**config.mk**
```make
export PLATFORM = sky130hd
export DESIGN_NAME = uart_bus_bridge
export DESIGN_NICKNAME = d
export VERILOG_FILES = /design/src/rtl/uart_bus_bridge_pkg.sv /design/src/rtl/uart_bus_bridge.sv
export SDC_FILE = /design/constraint.sdc
export NUM_CORES = 1
export LEC_CHECK = 0
export CAP_MARGIN = 0
export CORE_ASPECT_RATIO = 2
export CORE_MARGIN = 1
export CORE_UTILIZATION = 46
export DETAILED_ROUTE_END_ITERATION = 8
export PLACE_DENSITY = 0.78
export SYNTH_ARGS = -nofsm -noshare
export SYNTH_HDL_FRONTEND = slang
export SYNTH_SLANG_ARGS = --single-unit
```
**constraint.sdc**
```tcl
create_clock -name clk -period 2.3 [get_ports clk]
set_input_delay 0.23 -clock clk [delete_from_list [all_inputs] [get_ports clk]]
set_output_delay 0.23 -clock clk [all_outputs]
set_load 0.05 [all_outputs]
```
**src/rtl/uart_bus_bridge_pkg.sv**
```systemverilog
`default_nettype none
// ============================================================================
// Module      : uart_bus_bridge_pkg
// Description : Command/reply codes, state encodings and widths for the
//               UART-to-bus bridge.
// Revision    : 1.0 - initial release
// ============================================================================
package uart_bus_bridge_pkg;

   localparam int c_TIMEOUT_W = 24;
   localparam int c_ADDR_W    = 30;
   localparam int c_DATA_W    = 32;

   localparam logic [7:0] c_CMD_WRITE = 8'h57;
   localparam logic [7:0] c_CMD_READ  = 8'h52;
   localparam logic [7:0] c_RPL_OK    = 8'h4B;
   localparam logic [7:0] c_RPL_ERR   = 8'h3F;

   typedef logic [2:0] state_t;

   localparam state_t c_ST_IDLE  = 3'd0;
   localparam state_t c_ST_ADDR  = 3'd1;
   localparam state_t c_ST_DATA  = 3'd2;
   localparam state_t c_ST_REQ   = 3'd3;
   localparam state_t c_ST_ACC   = 3'd4;
   localparam state_t c_ST_REPLY = 3'd5;

   function automatic logic is_cmd(input logic [7:0] b);
      return (b == c_CMD_WRITE) || (b == c_CMD_READ);
   endfunction

endpackage
`default_nettype wire

```
**src/rtl/uart_bus_bridge.sv**
```systemverilog
`default_nettype none
// ============================================================================
// Module      : uart_bus_bridge
// Description : Bus master driven by UART command frames (W/R), replying
//               with 'K', read data, or '?' for unknown commands.
// Revision    : 1.0 - initial release
// ============================================================================
module uart_bus_bridge
   import uart_bus_bridge_pkg::*;
#(
   parameter logic [c_TIMEOUT_W-1:0] TIMEOUT = 24'd1000000
) (
   input  logic                clk,
   input  logic                reset,
   input  logic                rx_end,
   input  logic [7:0]          rx_data,
   input  logic                tx_busy,
   output logic                tx_start,
   output logic [7:0]          tx_data,
   output logic                m_req_,
   input  logic                m_grnt_,
   output logic                m_as_,
   output logic                m_rw,
   output logic [c_ADDR_W-1:0] m_addr,
   output logic [c_DATA_W-1:0] m_wr_data,
   input  logic [c_DATA_W-1:0] m_rd_data,
   input  logic                m_rdy_
);

   state_t                   r_state;
   state_t                   w_next;
   logic                     r_rw;
   logic                     r_acc_first;
   logic                     r_err_pend;
   logic                     r_tx_start;
   logic [7:0]               r_tx_data;
   logic [1:0]               r_byte_cnt;
   logic [2:0]               r_reply_cnt;
   logic [c_TIMEOUT_W-1:0]   r_timer;
   logic [c_ADDR_W-1:0]      r_addr;
   logic [c_DATA_W-1:0]      r_wdata;
   logic [c_DATA_W-1:0]      r_reply_sh;

   logic                     w_byte_last;
   logic                     w_timeout;
   logic                     w_tx_ok;
   logic                     w_reply_go;
   logic                     w_err_go;

   assign w_byte_last = (r_byte_cnt == 2'd3);
   // Timer holds idle cycles since the last byte; abort when it would reach TIMEOUT.
   assign w_timeout   = (r_timer == TIMEOUT - c_TIMEOUT_W'(1)) && !rx_end;
   assign w_tx_ok     = !tx_busy && !r_tx_start;
   assign w_reply_go  = (r_state == c_ST_REPLY) && (r_reply_cnt != 3'd0) && w_tx_ok;
   assign w_err_go    = (r_state != c_ST_REPLY) && r_err_pend && w_tx_ok;

   always_ff @(posedge clk) begin
      if (reset) begin
         r_state <= c_ST_IDLE;
      end else begin
         r_state <= w_next;
      end
   end

   always_comb begin
      w_next = r_state;
      case (r_state)
         c_ST_IDLE: begin
            if (rx_end && is_cmd(rx_data)) w_next = c_ST_ADDR;
         end
         c_ST_ADDR: begin
            if (rx_end && w_byte_last) w_next = r_rw ? c_ST_REQ : c_ST_DATA;
            else if (w_timeout)        w_next = c_ST_IDLE;
         end
         c_ST_DATA: begin
            if (rx_end && w_byte_last) w_next = c_ST_REQ;
            else if (w_timeout)        w_next = c_ST_IDLE;
         end
         c_ST_REQ: begin
            if (!m_grnt_) w_next = c_ST_ACC;
         end
         c_ST_ACC: begin
            if (!m_rdy_) w_next = c_ST_REPLY;
         end
         c_ST_REPLY: begin
            if (w_reply_go && (r_reply_cnt == 3'd1)) w_next = c_ST_IDLE;
         end
         default: w_next = c_ST_IDLE;
      endcase
   end

   always_comb begin
      m_req_ = 1'b1;
      m_as_  = 1'b1;
      m_rw   = 1'b1;
      if ((r_state == c_ST_REQ) || (r_state == c_ST_ACC)) begin
         m_req_ = 1'b0;
         m_rw   = r_rw;
      end
      if ((r_state == c_ST_ACC) && r_acc_first) m_as_ = 1'b0;
   end

   always_ff @(posedge clk) begin
      if (reset) begin
         r_rw        <= 1'b1;
         r_acc_first <= 1'b0;
         r_err_pend  <= 1'b0;
         r_tx_start  <= 1'b0;
         r_tx_data   <= 8'h00;
         r_byte_cnt  <= 2'd0;
         r_reply_cnt <= 3'd0;
         r_timer     <= '0;
         r_addr      <= '0;
         r_wdata     <= '0;
         r_reply_sh  <= '0;
      end else begin
         r_tx_start <= w_reply_go | w_err_go;
         if (w_reply_go)    r_tx_data <= r_reply_sh[31:24];
         else if (w_err_go) r_tx_data <= c_RPL_ERR;
         if (w_err_go) r_err_pend <= 1'b0;

         case (r_state)
            c_ST_IDLE: begin
               if (rx_end) begin
                  if (is_cmd(rx_data)) begin
                     r_rw       <= (rx_data == c_CMD_READ);
                     r_byte_cnt <= 2'd0;
                     r_timer    <= '0;
                  end else begin
                     r_err_pend <= 1'b1;
                  end
               end
            end
            c_ST_ADDR, c_ST_DATA: begin
               if (rx_end) begin
                  r_byte_cnt <= r_byte_cnt + 2'd1;
                  r_timer    <= '0;
                  if (r_state == c_ST_ADDR) r_addr  <= {r_addr[c_ADDR_W-9:0], rx_data};
                  else                      r_wdata <= {r_wdata[c_DATA_W-9:0], rx_data};
               end else if (w_timeout) begin
                  r_byte_cnt <= 2'd0;
                  r_timer    <= '0;
               end else begin
                  r_timer <= r_timer + c_TIMEOUT_W'(1);
               end
            end
            c_ST_REQ: begin
               if (!m_grnt_) r_acc_first <= 1'b1;
            end
            c_ST_ACC: begin
               r_acc_first <= 1'b0;
               if (!m_rdy_) begin
                  r_reply_sh  <= r_rw ? m_rd_data : {c_RPL_OK, 24'h000000};
                  r_reply_cnt <= r_rw ? 3'd4 : 3'd1;
               end
            end
            c_ST_REPLY: begin
               if (w_reply_go) begin
                  r_reply_sh  <= {r_reply_sh[23:0], 8'h00};
                  r_reply_cnt <= r_reply_cnt - 3'd1;
               end
            end
            default: ;
         endcase
      end
   end

   assign tx_start  = r_tx_start;
   assign tx_data   = r_tx_data;
   assign m_addr    = r_addr;
   assign m_wr_data = r_wdata;

endmodule
`default_nettype wire

```
# Yosys cells after proc, flatten, opt, wreduce, memory -nomap -nowiden
# Index checks and enable logic that the tools add are counted.
[word_totals] reg_bits=138 inputBits=46 out_inout_bits=74 word_cells=104
[classes] n_addsub=3 eq_ne=19 n_mux=38 n_bitwise=2 reduce_logical=30
[op_table] op="$mux W24" n=4
[op_table] op="$mux W32" n=3
[op_table] op="$pmux W32 S2" n=1
[op_table] op="$pmux W24 S2" n=1
[op_table] op="$mux W3" n=10
[op_table] op="$add A24 B1 Y24 const B" n=1
[op_table] op="$eq A24 B20 Y1 const B" n=1
[op_table] op="$pmux W3 S6" n=1
[op_table] op="$eq A8 B7 Y1 const B" n=2
[op_table] op="$mux W8" n=2
[op_table] op="$reduce_and A3 Y1" n=5
[op_table] op="$ne A2 B2 Y1 const B" n=6
[op_table] op="$logic_and A1 B1 Y1" n=10
[op_table] op="$mux W1" n=9
[op_table] op="$mux W2" n=4
[op_table] op="$reduce_and A4 Y1" n=2
[op_table] op="$reduce_bool A2 Y1" n=4
[op_table] op="$eq A3 B1 Y1 const B" n=2
[op_table] op="$eq A3 B2 Y1 const B" n=2
[op_table] op="$eq A3 B3 Y1 const B" n=2
[op_table] op="$ne A3 B3 Y1 const B" n=2
[op_table] op="$pmux W3 S2" n=1
[op_table] op="$pmux W2 S2" n=1
[op_table] op="$logic_not A1 Y1" n=3
[op_table] op="other kinds (12)" n=13

# Longest topological paths before layout
# Gate-level depths: netlist (run 1).
[logic_depth] depth_word=7 depth_mapped=9 depth_no_buf=8

# Worst setup path after synthesis (run 1)
# No wires, ideal clock.
[synth_timing] kind="reg-to-output" from="register r_state[0]" to="output port m_rw" t_arrival_ns=2.037 required_ns=2.070 path_slack_ns=0.033 stages_incl_launch_ff=5 path_buffers=1 cell_sequence="dfxtp_1 clkbuf_1 nor2_1 a21oi_1 or2_2"
[synth_via] elab_chain_len=3 word_cells_on_any_way=4 classes_between="eq/ne: 2; mux: 1; reduce/logical: 1"
[synth_rtl] item="from (decl)" line_no="uart_bus_bridge.sv:30" text="state_t r_state;"
[synth_rtl] item="from (signal assigned)" line_no="uart_bus_bridge.sv:59" text="r_state <= c_ST_IDLE;"
[synth_rtl] item="from (signal assigned)" line_no="uart_bus_bridge.sv:61" text="r_state <= w_next;"
[synth_rtl] item="$eq A3 B2 Y1 / $eq A3 B3 Y1 (equally long branches)" line_no="uart_bus_bridge.sv:96" text="if ((r_state == c_ST_REQ) || (r_state == c_ST_ACC)) begin"
[synth_rtl] item="$logic_or A1 B1 Y1 *" line_no="uart_bus_bridge.sv:96"
[synth_rtl] item="$mux W1 *" line_no="uart_bus_bridge.sv:96"
[synth_rtl] item="to (decl)" line_no="uart_bus_bridge.sv:23" text="output logic m_rw,"
# Mark *: on every way between the ends. The rest lies on a longest branch, timed or not.

# Final worst setup path (run 1)
[layout_timing] from="register r_timer[5]" to="register r_timer[23]"
[layout_via] elab_chain_len=5 word_cells_on_any_way=6 classes_between="add/sub: 1; eq/ne: 1; mux: 3; reduce/logical: 1"
[layout_rtl] item="from (decl)" line_no="uart_bus_bridge.sv:39" text="logic [c_TIMEOUT_W-1:0] r_timer;"
[layout_rtl] item="from (signal assigned)" line_no="uart_bus_bridge.sv:144" text="r_timer <= r_timer + c_TIMEOUT_W'(1);"
[layout_rtl] item="parallel branches: the longest is 2 deep, another holds $add A24 B1 Y24"
[layout_rtl] item="$mux W24 *" line_no="uart_bus_bridge.sv:140" text="end else if (w_timeout) begin"
[layout_rtl] item="$mux W24 *" line_no="uart_bus_bridge.sv:135" text="if (rx_end) begin"
[layout_rtl] item="$pmux W24 S2 *" line_no="uart_bus_bridge.sv:122" text="case (r_state)"
# Mark *: on every way between the ends.
# A chain may end at the register's enable or synchronous reset.

==> results of run 1 <==
sequential cells by signal, summed over array words and instances (netlist names):
register	cells
r_err_pend	1
r_byte_cnt	2
r_reply_cnt	3
tx_start	1
tx_data	8
r_rw	1
r_reply_sh	32
r_state	3
m_addr	30
m_wr_data	32
r_timer	24
r_acc_first	1
stage by stage:
| stage | utilization [%] | std cells | setup WS (ps) | total power [mW] | hold slack, ps |
|---|---|---|---|---|---|
| after CTS | 64.1 | 986 | 99.7 | 5.70 | 283 |
| after detailed placement | 58.7 | 955 | 17.8 | 2.70 | 445 |
| after global placement | 58.7 | 955 | 86.2 | 2.70 | 439 |
| after global routing | 64.2 | 986 | 44.7 | 5.80 | 325 |
| final | 64.2 | 986 | 200 | 5.66 | 294 |
| after floorplan | - | 717 | 32.8 | 2.56 | 366 |
power by group:
part           internal [mW]  leakage, nW  total [mW]  switching, mW
Combinational          0.121         1.16       0.243          0.122
Clock                   1.96        0.317        3.01           1.05
Sequential              2.40         1.11        2.41        0.00727
critical path: cells and delay by family, from the launching register on:
kind             cells  cell delay [ps]
AND/OR/NAND/NOR      3              920
AO/OA/AOI/OAI        2              680
flip-flops           1              430
cell type report:
class                      count  area [um2]
multi-input combinational    515        2770
clock buffer                  18         439
clock inverter                13         215
inverter                       9        33.8
tap                          147         184
sequential                   138        2760
fill                        1012        4370
timing repair buffer         146        1420
cell usage in the layout, fill, tap and decap left out, types with 4 or more instances in the layout:
master           instances
o21ai_0                  7
a311oi_1                19
clkbuf_16               17
nand2_1                171
a211oi_1                 8
and2_1                   4
nand4_1                  8
or3_1                    6
o221a_2                  6
nand2b_1                 4
and4_1                   4
clkdlybuf4s50_1        115
ha_1                     5
dfxtp_1                137
nand3_1                 41
a2111oi_2                4
a21oi_1                 97
nor2_1                  56
buf_4                   28
nand3b_1                 6
xnor2_1                 20
nor3_1                   5
o21ai_1                  4
inv_1                    9
bufinv_16                5
o211ai_1                 4
cells by family after synthesis:
family                   count (synthesis)  share of synthesized area (%)
buffers and inverters                   64                           4.40
XOR/XNOR                                20                           3.04
multiplexers                             1                          0.173
AND/OR/NAND/NOR                        324                           25.2
flip-flops                             138                           47.9
AO/OA/AOI/OAI                          165                           18.3
adder cells (fa/ha/maj)                  5                           1.08
worst paths after layout:
check / start / end / depth (start not counted)
worst max-delay path: r_timer[5]$_SDFFE_PP0P_ / r_timer[23]$_SDFFE_PP0P_ / 5
worst min-delay path: reset / m_addr[18]$_SDFFE_PP0P_ / 2
worst max register to register: r_timer[5]$_SDFFE_PP0P_ / r_timer[23]$_SDFFE_PP0P_ / 5
worst min register to register: m_wr_data[24]$_SDFFE_PP0P_ / m_wr_data[24]$_SDFFE_PP0P_ / 2
per-layer routing:
metal  track usage [%]  vias up  share of wire [%]
li1                  -     2698                  -
met1              24.6     2560                 37
met2              43.7      165                 56
met3              5.06       33                4.3
met4              10.6        0                3.2
met5                 0        -                  0
==> summary.md, run 1 <==
| Metric | Value |
|---|---|
| Vias per cell | `~5.5` |
| Top-count cell post-synth | `nand2_1` |
| Synthesis Warnings | `0` |
| Ant diodes | `0` |
| Initial antenna violation count | `0` |
| DRC | `0` |
| Final min period | `2100 ps` |
| # Max-Cap Violations | `0` |
| Fmax | `around 0.48 GHz` |
| Drt wl/cell | `15.0 um` |
| Status | `completed` |
| R2R setup slack | `approximately 200 ps` |
| Synth-to-layout area growth | `35.7%` |
| Row Count | `57` |
| Fin. Hold Viols | `0` |
| Worst EP required | `~2600 ps` |
| Top cells by area, synth | `dfxtp_1 48%, nand2_1 11%, a21oi_1 8.4%` |
| # port buffers | `about 120` |
| Core box area | `roughly 12,000 um2` |
| CP max stage cell | `a2111o_1` |
| Die X | `81.2 um` |
| First-pass GRT wire length | `approximately 24,000 um` |
| Slew Limit Fails | `0` |
| Slew headroom | `about three fifths` |
| WS Path Type | `reg -> reg` |
| H-tree levels | `4` |
| CP peak stage delay | `520 ps` |
| RSZ-0062 raised after global routing | `no` |
| Fraction of layout cells with a size suffix above 1 | `10.0%` |
| Endpoints failing setup | `0` |
| Clock Pin Slew Worst Setup and Hold Paths | `around 60 ps` |
| Placement-stage cell area | `around 7000 um2` |
| FFs w/ async S/R, synth | `0%` |
| Top cells by count, synth | `171 x nand2_1, 138 x dfxtp_1, 97 x a21oi_1, 58 x nor2_1, 47 x clkbuf_1` |
| Tot GR Track Use | `23.7%` |
| Hpwl dp | `about 10,000 um` |
| TritonRoute pass-1 iters | `7` |
| Vias | `5,456` |
| Total gr overflow | `0` |
| CTS sink count | `about 140` |
| Prevailing post-synth register cell | `dfxtp_1` |
| Sequential-to-total area share from yosys stat | `roughly 48%` |
| CTS buffer count | `17` |
| Final Cell Area | `a little under 8000 um2` |
| CTS max path bufs | `2` |
| Fin Clk Skew | `a little over 8 ps` |
| Skew-Pair Late Insertion Delay | `410 ps` |
| Worst endpoint data arrival time | `2440 ps` |
| Synth top area share | `47.9%` |
| Worst-path fanout max | `8` |
| Cell Area, Synth | `between 5000 and 6000 um2` |
| Crit path cell chain | `and4_1 -> nand2_1 -> a2111o_1 -> or3_1 -> a21oi_1` |
| VDD IR-drop max | `around 0.65 mV` |
| Largest area contributor in the netlist | `dfxtp_1` |
| Post-synthesis cell type count | `48` |
| PwrDens | `between 700 and 800 nW/um2` |
| Initial core utilization | `between 40% and 50%` |
| Leak | `around 2.6 nW` |
| Post-CTS Setup Bufs | `0` |
| Syn Inst Count | `717` |
| Critical Path Sink Type | `flip-flop` |
| Syn_nets | `approximately 770` |
| Period Utilization, post-route | `91.3%` |
| Worst-Margin Slew | `between 500 and 600 ps` |
| # IOs | `120` |
| Final WL | `~15,000 um` |
| Yosys reg bits | `~140` |
| Final nets | `around 900` |
| Mean Syn Cell Area | `around 8.0 um2` |
| Hold Path Class | `in -> reg` |
| Initial DRC count | `281` |
| Total negative slack | `0 ps` |
| Post-synth EDFFs | `0` |
| Routability cong. | `roughly 0.86` |
| CP Launch Type | `flip-flop` |
| CTS hold repair buffers | `0` |
| DRT antenna net count | `0` |
| Root Driver | `clkbuf_16` |
| Vias in the first global route | `between 5,000 and 6,000` |
| Die ar. | `between 10,000 and 15,000 um2` |
| # resized after CTS | `0` |
| Largest net degree at the start of global routing | `54` |
| Vert. Die Dim | `between 150 and 200 um` |
| CTS tree | `built` |
No activity file was read; power rests on OpenSTA's default activity.
==> run 2: changes to the inputs <==
- TNS_END_PERCENT: default -> 50
==> results of run 2 <==
No change in the layout: final DEF, timing and power equal those of run 1.
